==> src/rtl/stopwatch_pkg.sv <==
// Shared encodings and constants for the stopwatch controller and its BCD counter.
package stopwatch_pkg;

  localparam int DIGIT_W = 4;
  localparam logic [DIGIT_W-1:0] BCD_NINE = 4'd9;

  typedef enum logic [1:0] {
    IDLE  = 2'b00,
    RUN   = 2'b01,
    PAUSE = 2'b10,
    LAP   = 2'b11
  } state_e;

endpackage

==> src/rtl/bcd_counter.sv <==
// N-digit BCD up-counter with synchronous clear and ripple carry between digits.
module bcd_counter
  import stopwatch_pkg::*;
#(
  parameter int DIGITS = 4
) (
  input  logic                      clk,
  input  logic                      reset,
  input  logic                      clr,
  input  logic                      inc,
  output logic [DIGIT_W*DIGITS-1:0] value,
  output logic                      all_nines
);

  logic [DIGIT_W*DIGITS-1:0] value_q, value_d;
  logic                      carry;

  // NOTE: every variable written here gets a default first, so no latch is inferred.
  always_comb begin
    value_d   = value_q;
    carry     = inc;
    all_nines = 1'b1;
    for (int i = 0; i < DIGITS; i++) begin
      if (value_q[i*DIGIT_W +: DIGIT_W] != BCD_NINE) all_nines = 1'b0;
      if (carry) begin
        if (value_q[i*DIGIT_W +: DIGIT_W] == BCD_NINE) begin
          value_d[i*DIGIT_W +: DIGIT_W] = '0;
        end else begin
          value_d[i*DIGIT_W +: DIGIT_W] = value_q[i*DIGIT_W +: DIGIT_W] + DIGIT_W'(1);
          carry = 1'b0;
        end
      end
    end
    if (clr) value_d = '0;
  end

  // NOTE: state registers use non-blocking assignments only.
  always_ff @(posedge clk or posedge reset) begin
    if (reset) value_q <= '0;
    else       value_q <= value_d;
  end

  assign value = value_q;

endmodule

==> src/rtl/stopwatch_lap_ctrl.sv <==
// Stopwatch controller: button edge detect, start/pause/lap FSM, tick prescaler,
// BCD elapsed count with wrap or saturate policy, and lap display freeze.
module stopwatch_lap_ctrl
  import stopwatch_pkg::*;
#(
  parameter int DIGITS   = 4,
  parameter int TICK_DIV = 100000,
  parameter int WRAP     = 1
) (
  input  logic                      clk,
  input  logic                      reset,
  input  logic                      start_btn,
  input  logic                      stop_btn,
  input  logic                      lap_btn,
  output logic [DIGIT_W*DIGITS-1:0] count,
  output logic [DIGIT_W*DIGITS-1:0] disp,
  output logic [1:0]                state,
  output logic                      overflow
);

  localparam int PW = (TICK_DIV > 1) ? $clog2(TICK_DIV) : 1;

  state_e                    state_q;
  logic [PW-1:0]             presc_q;
  logic [DIGIT_W*DIGITS-1:0] lap_q;
  logic                      overflow_q;
  logic                      start_q, stop_q, lap_q_btn;

  logic start_pe, stop_pe, lap_pe;
  logic active, tick, all_nines, saturate, inc_en;

  assign start_pe = start_btn & ~start_q;
  assign stop_pe  = stop_btn  & ~stop_q;
  assign lap_pe   = lap_btn   & ~lap_q_btn;

  assign active   = (state_q == RUN) || (state_q == LAP);
  assign tick     = active && (presc_q == PW'(TICK_DIV - 1));
  assign saturate = (WRAP == 0) && all_nines;
  // A stop edge wins over a due increment; saturation holds the all-9s value.
  assign inc_en   = tick && !stop_pe && !saturate;

  bcd_counter #(.DIGITS(DIGITS)) u_count (
    .clk       (clk),
    .reset     (reset),
    .clr       (stop_pe),
    .inc       (inc_en),
    .value     (count),
    .all_nines (all_nines)
  );

  always_ff @(posedge clk or posedge reset) begin
    if (reset) begin
      state_q    <= IDLE;
      presc_q    <= '0;
      lap_q      <= '0;
      overflow_q <= 1'b0;
      // Histories start high so a button held through reset release is not an edge.
      start_q    <= 1'b1;
      stop_q     <= 1'b1;
      lap_q_btn  <= 1'b1;
    end else begin
      start_q    <= start_btn;
      stop_q     <= stop_btn;
      lap_q_btn  <= lap_btn;
      overflow_q <= 1'b0;
      if (stop_pe) begin
        state_q <= IDLE;
        presc_q <= '0;
        lap_q   <= '0;
      end else begin
        if (active) presc_q <= tick ? '0 : presc_q + PW'(1);
        if (tick && all_nines) overflow_q <= 1'b1;
        if (start_pe) begin
          case (state_q)
            IDLE:    state_q <= RUN;
            RUN:     state_q <= PAUSE;
            PAUSE:   state_q <= RUN;
            default: state_q <= PAUSE;
          endcase
        end else if (lap_pe) begin
          if (state_q == RUN) begin
            lap_q   <= count;
            state_q <= LAP;
          end else if (state_q == LAP) begin
            state_q <= RUN;
          end
        end
        // Auto-pause on saturation overrides any same-cycle transition.
        if (tick && saturate) state_q <= PAUSE;
      end
    end
  end

  assign state    = state_q;
  assign overflow = overflow_q;
  assign disp     = (state_q == LAP) ? lap_q : count;

endmodule

==> config.mk <==
export PLATFORM = sky130hd
export DESIGN_NAME = stopwatch_lap_ctrl
export DESIGN_NICKNAME = d
export VERILOG_FILES = /design/src/rtl/stopwatch_pkg.sv /design/src/rtl/bcd_counter.sv /design/src/rtl/stopwatch_lap_ctrl.sv
export SDC_FILE = /design/constraint.sdc
export NUM_CORES = 1
export LEC_CHECK = 0
export CAP_MARGIN = 20
export CORE_MARGIN = 2
export CORE_UTILIZATION = 35
export CTS_CLUSTER_SIZE = 24
export DETAILED_ROUTE_END_ITERATION = 10
export PLACE_DENSITY = 0.64
export SLEW_MARGIN = 20
export SYNTH_ARGS = -nofsm -noshare
export SYNTH_HDL_FRONTEND = slang
export SYNTH_HIERARCHICAL = 1
export SYNTH_SLANG_ARGS = --single-unit
==> constraint.sdc <==
create_clock -name clk -period 7.37 [get_ports clk]
set_clock_uncertainty 0.2 [all_clocks]
set_input_delay 1.474 -clock clk [delete_from_list [all_inputs] [get_ports clk]]
set_output_delay 1.474 -clock clk [all_outputs]
set_load 0.02 [all_outputs]
# Word level (Yosys, flattened, before mapping)
# Index checks and enable logic that the tools add are counted.
# Widths: inputs -> output; s select.
# totals
mem_count,0
latchBits,0
out_inout_bits,35
input_bits,5
regBits,55
rom_bits,0
wordCells,88
mem_bits_rw,0
# classes
bitwise_logic,6
n_reduce_logical,18
n_shift,0
mul,0
div_mod_pow,0
n_addsub,5
mux,35
n_eq_ne,13
magnitude_cmp,0
# op_table
cell,n
$mux 16,6
$mux 17,3
$mux 4,8
$add 17x1->17 const B,1
$eq 17x17->1 const B,1
$add 4x1->4 const B,4
$eq 4x4->1 const B,4
$ne 4x4->1 const B,4
$reduce_bool 2->1,7
$mux 1,12
$mux 2,6
$eq 2x2->1 const B,2
$reduce_bool 4->1,1
$and 1x1->1,3
$logic_and 1x1->1,3
$not 1->1,3
$reduce_and 3->1,1
$reduce_bool 3->1,1
$eq 2x1->1 const B,1
$logic_not 2->1,1
$ne 2x1->1 const B,1
$reduce_and 2->1,1
$reduce_or 2->1,1
$logic_not 1->1,1
$logic_or 1x1->1,1

# Depth between registers and ports, before layout
# Gate-level depths: netlist of run 1.
# depth
ltp_word,9
mapped_depth,11
depth_no_buf,8

# Modules after synthesis
# The synthesis of run 1 kept the hierarchy.
# by_module_without_submodules
module,area_each_um2,seq_area_each_um2,instances,cells_each
stopwatch_lap_ctrl,2018.2,979.7,1,189
bcd_counter,959.7,400.4,1,102

# Least setup slack after synthesis of run 1
# No wires, ideal clock.
# synth_timing
path_kind,reg-to-reg
startpoint,register state_q[0] (netlist: state[0])
endpoint,register u_count.value_q[13] (netlist: u_count/value[13])
path_buffers,3
arrival_time_ns,3.288
path_stages_with_launch,12
t_required_ns,7.096
synth_period_minus_slack_ns,3.562
setup_ns,0.074
slack_ns,3.808
path_cell_list,dfrtp_1 -> buf_2 -> or4b_1 -> or4_4 -> nor4_1 -> and2_1 -> buf_4 -> nand4b_4 -> or3_1 -> buf_2 -> or3_1 -> a21oi_2
# synth_between
elab_chain_len,8
word_cells_on_any_way,9
cone_classes,eq/ne: 2; mux: 3; reduce/logical: 4
# synth_lines
element,line,rtl
from (decl),stopwatch_lap_ctrl.sv:23,state_e state_q;
from (signal assigned),stopwatch_lap_ctrl.sv:53,state_q <= IDLE;
from (signal assigned),stopwatch_lap_ctrl.sv:67,state_q <= IDLE;
from (signal assigned),stopwatch_lap_ctrl.sv:75,IDLE: state_q <= RUN;
$eq 2x1->1 / $eq 2x2->1 (equally long branches),stopwatch_lap_ctrl.sv:36,assign active = (state_q == RUN) || (state_q == LAP);
$logic_or 1x1->1 (*),stopwatch_lap_ctrl.sv:36,
$logic_and 1x1->1 (*),stopwatch_lap_ctrl.sv:37,assign tick = active && (presc_q == PW'(TICK_DIV - 1));
$logic_and 1x1->1 (*),stopwatch_lap_ctrl.sv:40,assign inc_en = tick && !stop_pe && !saturate;
named net inc_en,stopwatch_lap_ctrl.sv:30,"logic active, tick, all_nines, saturate, inc_en;"
$mux 1 (*) (3 in series),bcd_counter.sv:25,if (carry) begin
$reduce_bool 2->1 (no source line) (*),--,
to (signal assigned),bcd_counter.sv:40,else value_q <= value_d;
to (decl),bcd_counter.sv:15,"logic [DIGIT_W*DIGITS-1:0] value_q, value_d;"
# The timed path passes the listed nets; every way through them passes the cells marked *.
# A chain may end at the register's enable or synchronous reset.

# Worst setup path in the final report of run 1
# layout_timing
startpoint,register state_q[0] (netlist: state[0])
endpoint,output port disp[5]
# layout_between
elab_chain_len,2
# layout_lines
element,line,rtl
$eq 2x2->1,stopwatch_lap_ctrl.sv:96,assign disp = (state_q == LAP) ? lap_q : count;
$mux 16,stopwatch_lap_ctrl.sv:96,
to (decl),stopwatch_lap_ctrl.sv:16,"output logic [DIGIT_W*DIGITS-1:0] disp,"
# No other way between the ends.

==> results of run 1 <==
-- worst register-to-register path, delay by kind of cell (launching register included) --
family          cells  cell delay, ps
simple gates        7            2900
flops               1             630
compound gates      1             130
-- metrics by stage --
stage | instances | worst slack, ps | util, % | total power, mW | hold WS [ps]
final | 431 | 3200 | 43.3 | 0.589 | 321
after global placement | 423 | 3370 | 42.0 | 0.390 | 302
after detailed placement | 423 | 3310 | 42.0 | 0.391 | 307
after global routing | 431 | 3040 | 43.3 | 0.617 | 342
after floorplan | 291 | 3810 | - | 0.373 | 272
after CTS | 431 | 3170 | 43.3 | 0.597 | 322
-- routing by layer --
layer | part of all wire [%] | vias up
li1 | - | 1113
met1 | 46 | 1106
met2 | 49 | 53
met3 | 4.1 | 7
met4 | 0.95 | 0
met5 | 0 | -
-- cell families after synthesis --
kind of cell               synth area share [%]
AOI/OAI and AO/OA                          10.8
xor gates and xnor gates                   3.24
adders and majority gates                  2.94
buffers and inverters                      3.61
DFF                                        46.3
muxes                                      12.5
and+or+nand+nor                            20.6
-- power groups by stage --
| stage | Combinational [mW] | Clock [mW] | Sequential (mW) |
|---|---|---|---|
| after CTS | 0.0594 | 0.212 | 0.326 |
| final | 0.0575 | 0.205 | 0.326 |
| after detailed placement | 0.0592 | 0 | 0.332 |
| after floorplan | 0.0443 | 0 | 0.329 |
| after global routing | 0.0648 | 0.223 | 0.328 |
| after global placement | 0.0582 | 0 | 0.332 |
-- cells in the final DEF, fill, tap and decap left out, types with 3 or more instances in the layout --
cell type        instances
inv_1                   10
o31ai_1                  6
mux2i_1                 18
or4_1                    5
a21oi_1                 15
and4_1                   3
mux2_2                  17
nand2b_1                 4
xor2_1                   8
clkdlybuf4s50_1         39
o211ai_1                 3
xnor2_1                  3
clkbuf_8                 5
nand3b_1                 4
or3_1                    6
dfstp_2                  3
dfrtp_1                 52
o21ai_0                 10
ha_1                     7
nor3b_1                  3
nand2_1                 16
nor2_1                  34
and3_1                   3
nand3_1                 13
-- area by class of cell --
| type | instances | area [um2] | area share, % |
|---|---|---|---|
| clock buffers | 6 | 72.6 | 2.04 |
| clock inverters | 2 | 38.8 | 1.09 |
| inverters | 11 | 41.3 | 1.16 |
| multi-input cells | 211 | 1490 | 41.9 |
| flip-flops and latches | 55 | 1380 | 38.8 |
| well taps | 105 | 131 | 3.69 |
| repair buffers | 41 | 405 | 11.4 |
-- worst max path at each step --
stage / start / end / slack [ps] / cells after the start
3_5_place_dp: stop_btn / u_count/value[13] / 3310 / 7
5_1_grt: state[0] / disp[8] / 3040 / 3
3_3_place_gp: stop_btn / u_count/value[13] / 3370 / 7
2_1_floorplan: state[0] / u_count/value[13] / 3810 / 11
4_1_cts: state[0] / disp[5] / 3170 / 3
6_report: state[0] / disp[5] / 3200 / 3
-- state kept, by name (all words and copies together), names as in the netlist --
| name | cells |
|---|---|
| lap_q | 16 |
| lap_q_btn | 1 |
| overflow | 1 |
| presc_q | 17 |
| start_q | 1 |
| state | 2 |
| stop_q | 1 |
| u_count/value | 16 |
==> impl_metrics.csv, run 1 <==
group,metric,value,unit
grt,use_met2,24.8,%
timing,rsz0062_at_grt,"no",
min_path,hp-class,"reg -> reg",
synthesis,ys_async_sr_fraction,100,%
finish,n_fill_cell,806,
worst_setup_path,crit_type,"reg -> out",
detailed_routing,via_count,2279,
worst_setup_path,cpLargestDelayFamily,"flip-flops",
timing,period_share,56.6,%
cts,clockRootBuffer,"clkbuf_8",
timing,hold_viol,0,
placement,place.gp.congestion,0.826,
die,core.rowCount,33,
synthesis,ys_seq_area_share,46.3,%
finish,area_growth,19.5,%
min_path,min_to,"presc_q[0]",
outcome,status,"finished, final reports clean",
cts,clk_pin_slew,100,ps
grt,grt_pass1_wl,11000,um
grt,grt-ovfl-total,0,
synthesis,synth_nets,303,
die,ios,40,
grt,top_usage_layer,"met2",
worst_setup_path,r2r_slack,3430,ps
timing,max_slew_margin,30.7,%
die,die_h,96.2,um
placement,numPortBuffers,39,
cts,tritoncts,"built",
worst_setup_path,worstPathCellList,"nand2_1, mux2_2, clkdlybuf4s50_1",
cts,cts_made_buffers,5,
detailed_routing,drcViolationCount,0,
synthesis,synth_common_cells,"dfrtp_1 (52), nor2_1 (34), mux2i_1 (18)",
worst_setup_path,timing.rr.start,"state[0]",
worst_setup_path,slowest_delay,630,ps
finish,drive_above_1_share,10.7,%
grt,grt_pass1_vias,2252,
detailed_routing,dr.first_iter.drc_count,96,
timing,tns,0,ps
detailed_routing,via_per_inst,5.29,
grt,grt_usage,15.1,%
worst_setup_path,critPathCaptureType,"primary output",
synthesis,synth.most_common_cell,"dfrtp_1",
power,switching_share,25.3,%
finish,insertedDiodeCount,0,
grt,grt_use_met3,3.45,%
cts,postCtsResizedCells,0,
die,die_area,9260,um2
power,ir_drop,0.0000825,V
synthesis,synth.avg_cell_area,10.2,um2
grt,grt_max_degree,40,
cts,clockBufferDepth,2,
timing,tightest_slew,1040,ps
timing,fmax,240,MHz
synthesis,synth_area_leaders,"dfrtp_1 (44%), mux2_2 (6.4%), mux2i_1 (6.1%)",
cts,cts-htree-levels,2,
min_path,hold_depth,1,
timing,fin_crit,4170,ps
worst_setup_path,crit_buf_inv,1,
die,initial_utilization,36.2,%
worst_setup_path,cp.arrival,2500,ps
worst_setup_path,reg2regPathDepth,8,
synthesis,synth_area,2980,um2
grt,antenna_found_initial,0,
die,core_area,8220,um2
synthesis,yosysWarnings,6,
cts,clock-sinks,55,
detailed_routing,avgRoutedWirePerCell,14.9,um
synthesis,yosysUniqueCellTypes,53,
timing,setup_viol,0,
power,power_frac_seq,55.5,%
cts,worstSkewPairLatency,320,ps
power,p_leak,1.67,nW
placement,post_dp_cell_area,3450,um2
grt,met1_usage,20.2,%
worst_setup_path,cp_slowest_cell,"dfrtp_1",
cts,postCtsSetupBuffers,0,
power,switching_power,0.149,mW
die,die_w,96.2,um
synthesis,post-synth-top-area-cell,"dfrtp_1",
power,combPwrFrac,9.8,%
cts,ctsHoldBuffers,0,
finish,finalNetCount,337,
power,power.density,165,nW/um2
detailed_routing,routed_wl,6410,um
synthesis,ys_ff_latch,55,
worst_setup_path,cp_max_fo,16,
synthesis,synth-edff-count,0,
finish,final_area,3560,um2
power,p_int,0.440,mW
power,p_clk_share,34.8,%
flow_run,cap_viol_max_count,0,
worst_setup_path,r2r_end,"u_count/value[13]",
synthesis,synth_top_area_share,43.7,%
timing,drv_slew,0,
detailed_routing,dr.pass1.iters,4,
detailed_routing,drtAntennaViolNets,0,
placement,dp_hpwl,4320,um
worst_setup_path,cp-start-kind,"flop",
worst_setup_path,critPathRequiredTime,5700,ps
synthesis,synth_cells,291,
synthesis,synth-main-ff-cell,"dfrtp_1",
min_path,hp-start,"presc_q[0]",
(Power assumes the default switching activity.)
==> inputs of run 2 (changes only) <==
Clock period 7.37 ns to 4.1 ns, I/O delays scaled along.
==> run 2 against run 1 <==
  * Highest routed layer unchanged
  * Die area is the same
  * Largest power group unchanged
  * First-iteration DRC count grew 26%
  * Flip-flop and latch count is the same
  * Setup slack lost 2700 ps
  * Sequential power grew 78%
  * Hold slack gained 5.4 ps
  * Cell area grew 0.49%
  * Clock-buffer cell count grew 1
  * Largest cell class unchanged
==> impl_metrics.csv, run 2 (synthesis results as in run 1) <==
group,metric,value,unit
outcome,status,"finished, final reports clean",
power,ir_drop,0.000140,V
detailed_routing,dr.first_iter.drc_count,121,
timing,max_slew_margin,46.4,%
finish,largest_register,"presc_q",
finish,mostFrequentLayoutCell,"dfrtp_1",
finish,area_growth,20.1,%
timing,fmax,275,MHz
grt,grt_pass1_wl,10800,um
grt,antenna_found_initial,0,
die,core.rowCount,33,
finish,layout_common_cells,"dfrtp_1 (52), clkdlybuf4s50_1 (39), nor2_1 (34)",
detailed_routing,via_per_inst,5.30,
cts,tritoncts,"built",
die,die_w,96.2,um
grt,grt-ovfl-total,0,
finish,multiInputGateArea,1490,um2
worst_setup_path,r2r_end,"u_count/value[13]",
cts,cts-htree-levels,2,
min_path,hold_depth,2,
worst_setup_path,crit_type,"reg -> reg",
placement,numPortBuffers,39,
cts,postCtsSetupBuffers,0,
flow_run,cap_viol_max_count,0,
cts,postCtsResizedCells,0,
worst_setup_path,critPathCaptureType,"flop",
timing,tightest_slew,802,ps
placement,dp_hpwl,4430,um
detailed_routing,avgRoutedWirePerCell,14.6,um
die,ios,40,
worst_setup_path,reg2regPathDepth,9,
timing,setup_viol,0,
finish,seq_area,1380,um2
min_path,min_to,"lap_q[5]",
finish,insertedDiodeCount,0,
worst_setup_path,cp_max_fo,9,
die,die_area,9260,um2
grt,grt_usage,14.7,%
cts,worstSkewPairLatency,310,ps
cts,clk_pin_slew,100,ps
detailed_routing,drtAntennaViolNets,0,
cts,clockBufferDepth,2,
cts,clock-sinks,55,
timing,period_share,88.6,%
die,die_h,96.2,um
finish,drive_above_1_share,11.2,%
finish,n_fill_cell,792,
worst_setup_path,timing.rr.start,"presc_q[13]",
timing,fin_crit,3630,ps
finish,largest_reg_flops,17,
min_path,hp-class,"reg -> reg",
die,core_area,8220,um2
power,power.density,293,nW/um2
timing,finalWorstSetupSlack,467,ps
placement,pre_cts_ws,487,ps
die,initial_utilization,36.2,%
detailed_routing,via_count,2300,
detailed_routing,dr.pass1.iters,4,
worst_setup_path,cp.arrival,3680,ps
cts,clockRootBuffer,"clkbuf_8",
grt,grt_pass1_vias,2205,
timing,tns,0,ps
min_path,hp-start,"lap_q[5]",
timing,hold_viol,0,
detailed_routing,routed_wl,6340,um
timing,drv_slew,0,
cts,cts_made_buffers,5,
timing,rsz0062_at_grt,"no",
power,p_leak,1.69,nW
cts,ctsHoldBuffers,0,
grt,grt_max_degree,38,
worst_setup_path,critPathRequiredTime,4150,ps
finish,finalNetCount,340,
worst_setup_path,cp-start-kind,"flop",
worst_setup_path,r2r_slack,470,ps
placement,place.gp.congestion,0.782,
detailed_routing,drcViolationCount,0,
[run 2: metrics by stage]
stage          instance area [um2]  util (%)  hold WS [ps]  cells  power, mW
2_1_floorplan                 2980         -           272    291      0.671
3_3_place_gp                  3470      42.2           301    426      0.706
3_5_place_dp                  3470      42.2           313    426      0.708
4_1_cts                       3580      43.5           335    434       1.06
5_1_grt                       3580      43.5           359    434       1.11
6_report                      3580      43.5           326    434       1.05
[run 2: final cells by class]
type	count	share of cell area [%]
clock buffer	7	2.13
clock inverter	1	0.839
inverter	11	1.15
multi-input combinational	211	41.7
sequential	55	38.6
tap	105	3.67
timing repair buffer	44	12.0
[run 2: worst max path at each step]
stage | startpoint | end | cells past startpoint
after global placement | presc_q[13] | u_count/value[13] | 9
after global routing | presc_q[13] | u_count/value[13] | 9
final | presc_q[13] | u_count/value[13] | 9
after floorplan | state[0] | u_count/value[13] | 11
after CTS | presc_q[13] | u_count/value[13] | 9
after detailed placement | presc_q[13] | u_count/value[13] | 9
[run 2: power breakdown]
group / leakage [nW] / internal (mW) / switching [mW]
registers: 0.751 / 0.563 / 0.0166
logic: 0.882 / 0.0460 / 0.0695
clock network: 0.0524 / 0.183 / 0.172
[run 2: worst max-delay path: stages (launching register included)]
cell and delay, ps:
dfrtp_1 430, or4b_1 530, or4_4 450, nor4_1 300
buf_4 170, and2_1 320, nand4b_4 170, or3_1 470
or3_1 390, a21oi_2 140
[run 2: per-layer routing]
metal  vias to the layer above  wire [um]  track usage, %
li1                       1112          -               -
met1                      1149       3080            21.0
met2                        33       3030            22.7
met3                         6        173            3.29
met4                         0         58            3.69
met5                         -          0               0
==> inputs of run 3 (changes only) <==
Settings changed: CTS_BUF_LIST set to sky130_fd_sc_hd__clkbuf_4.
==> run 3 against run 2 <==
  * Register-to-register slack is essentially flat
  * Sequential power is essentially flat
  * Combinational power is essentially flat
  * Largest cell class unchanged
  * Die area is the same
  * Routed wire length is essentially flat
  * Final cell count is the same
==> impl_metrics.csv, run 3 (synthesis results as in run 1) <==
group,metric,value,unit
detailed_routing,via_count,2297,
die,die_w,96.2,um
worst_setup_path,reg2regPathDepth,9,
worst_setup_path,critPathCaptureType,"flop",
grt,grt_pass1_wl,10800,um
finish,stdcell_count,434,
worst_setup_path,critPathRequiredTime,4210,ps
die,die_h,96.2,um
detailed_routing,routed_wl,6330,um
placement,dp_hpwl,4430,um
finish,largest_reg_flops,17,
cts,postCtsSetupBuffers,0,
power,switching_power,0.249,mW
timing,period_share,88.8,%
die,core.rowCount,33,
cts,tritoncts,"built",
cts,postCtsResizedCells,0,
worst_setup_path,cp.arrival,3760,ps
timing,fin_crit,3640,ps
power,ir_drop,0.000113,V
cts,cts_made_buffers,5,
cts,worstSkewPairLatency,370,ps
grt,antenna_found_initial,0,
power,switching_share,24.9,%
finish,area_growth,19.3,%
placement,dp_cells,426,
detailed_routing,drcViolationCount,0,
power,power.density,282,nW/um2
power,power_frac_seq,57.9,%
cts,ctsHoldBuffers,0,
grt,grt-ovfl-total,0,
grt,grt_max_degree,38,
finish,layout_common_cells,"dfrtp_1 (52), clkdlybuf4s50_1 (39), nor2_1 (34)",
cts,clock-sinks,55,
power,p_clk_share,30.6,%
timing,tns,0,ps
timing,max_slew_margin,46.6,%
detailed_routing,via_per_inst,5.29,
power,combPwrFrac,11.5,%
detailed_routing,dr.first_iter.drc_count,89,
worst_setup_path,crit_type,"reg -> reg",
power,p_leak,1.68,nW
die,die_area,9260,um2
min_path,hp-class,"reg -> reg",
timing,holdWs,338,ps
grt,grt_pass1_vias,2199,
timing,rsz0062_at_grt,"no",
detailed_routing,dr.pass1.iters,4,
cts,clockBufferDepth,2,
cts,cts-htree-levels,2,
die,core_area,8220,um2
placement,numPortBuffers,39,
worst_setup_path,cp_max_fo,9,
cts,clockRootBuffer,"clkbuf_4",
finish,insertedDiodeCount,0,
finish,largest_register,"presc_q",
finish,finalNetCount,340,
timing,setup_viol,0,
finish,mostFrequentLayoutCell,"dfrtp_1",
die,ios,40,
flow_run,cap_viol_max_count,0,
outcome,status,"finished, final reports clean",
detailed_routing,avgRoutedWirePerCell,14.6,um
die,initial_utilization,36.2,%
cts,clk_pin_slew,150,ps
timing,drv_slew,0,
finish,drive_above_1_share,11.9,%
grt,grt_usage,14.7,%
timing,fmax,275,MHz
power,p_int,0.752,mW
timing,tightest_slew,798,ps
min_path,hold_depth,2,
worst_setup_path,cp-start-kind,"flop",
placement,place.gp.congestion,0.782,
detailed_routing,drtAntennaViolNets,0,
timing,hold_viol,0,
run 3: power by group through the flow:
stage / registers [mW] / logic (mW) / clock network, mW
floorplan: 0.591 / 0.0797 / 0
global placement: 0.589 / 0.117 / 0
detailed placement: 0.590 / 0.118 / 0
CTS: 0.580 / 0.118 / 0.318
global route: 0.583 / 0.131 / 0.342
finish: 0.580 / 0.115 / 0.306
run 3: final timing paths:
path | start | endpoint | slack, ps
max | presc_q[13] | u_count/value[13] | 460
min | lap_q[5] | lap_q[5] | 340
max reg2reg | presc_q[13] | u_count/value[13] | 460
min reg2reg | lap_q[5] | lap_q[5] | 340
max in group asynchronous | reset | stop_q | 2330
min in group asynchronous | reset | lap_q[15] | 590
run 3: per-layer routing:
layer | wire length, um | GRT usage (%)
met4 | 79 | 4.05
met3 | 181 | 3.05
met2 | 3030 | 22.9
met1 | 3050 | 20.8
met5 | 0 | 0
run 3: critical path, cell delays in order (launching register included):
cell	delay [ps]
dfrtp_1	450
or4b_1	530
or4_4	450
nor4_1	300
buf_4	170
and2_1	320
nand4b_4	170
or3_1	470
or3_1	390
a21oi_2	130
run 3: through the flow:
step	worst slack, ps	cell area (um2)	power (mW)	util, %
final	459	3550	1.00	43.2
after global routing	230	3550	1.06	43.2
after CTS	454	3550	1.02	43.2
after detailed placement	487	3470	0.708	42.2
after global placement	547	3470	0.706	42.2
after floorplan	538	2980	0.671	-
run 3: final cells by class:
type	instances	area [um2]
Tap cell	105	131
Clock buffer	7	52.6
Clock inverter	1	30.0
Sequential cell	55	1380
Multi-Input combinational cell	211	1490
Timing Repair Buffer	44	428
Inverter	11	41.3
Fill cell	795	4660
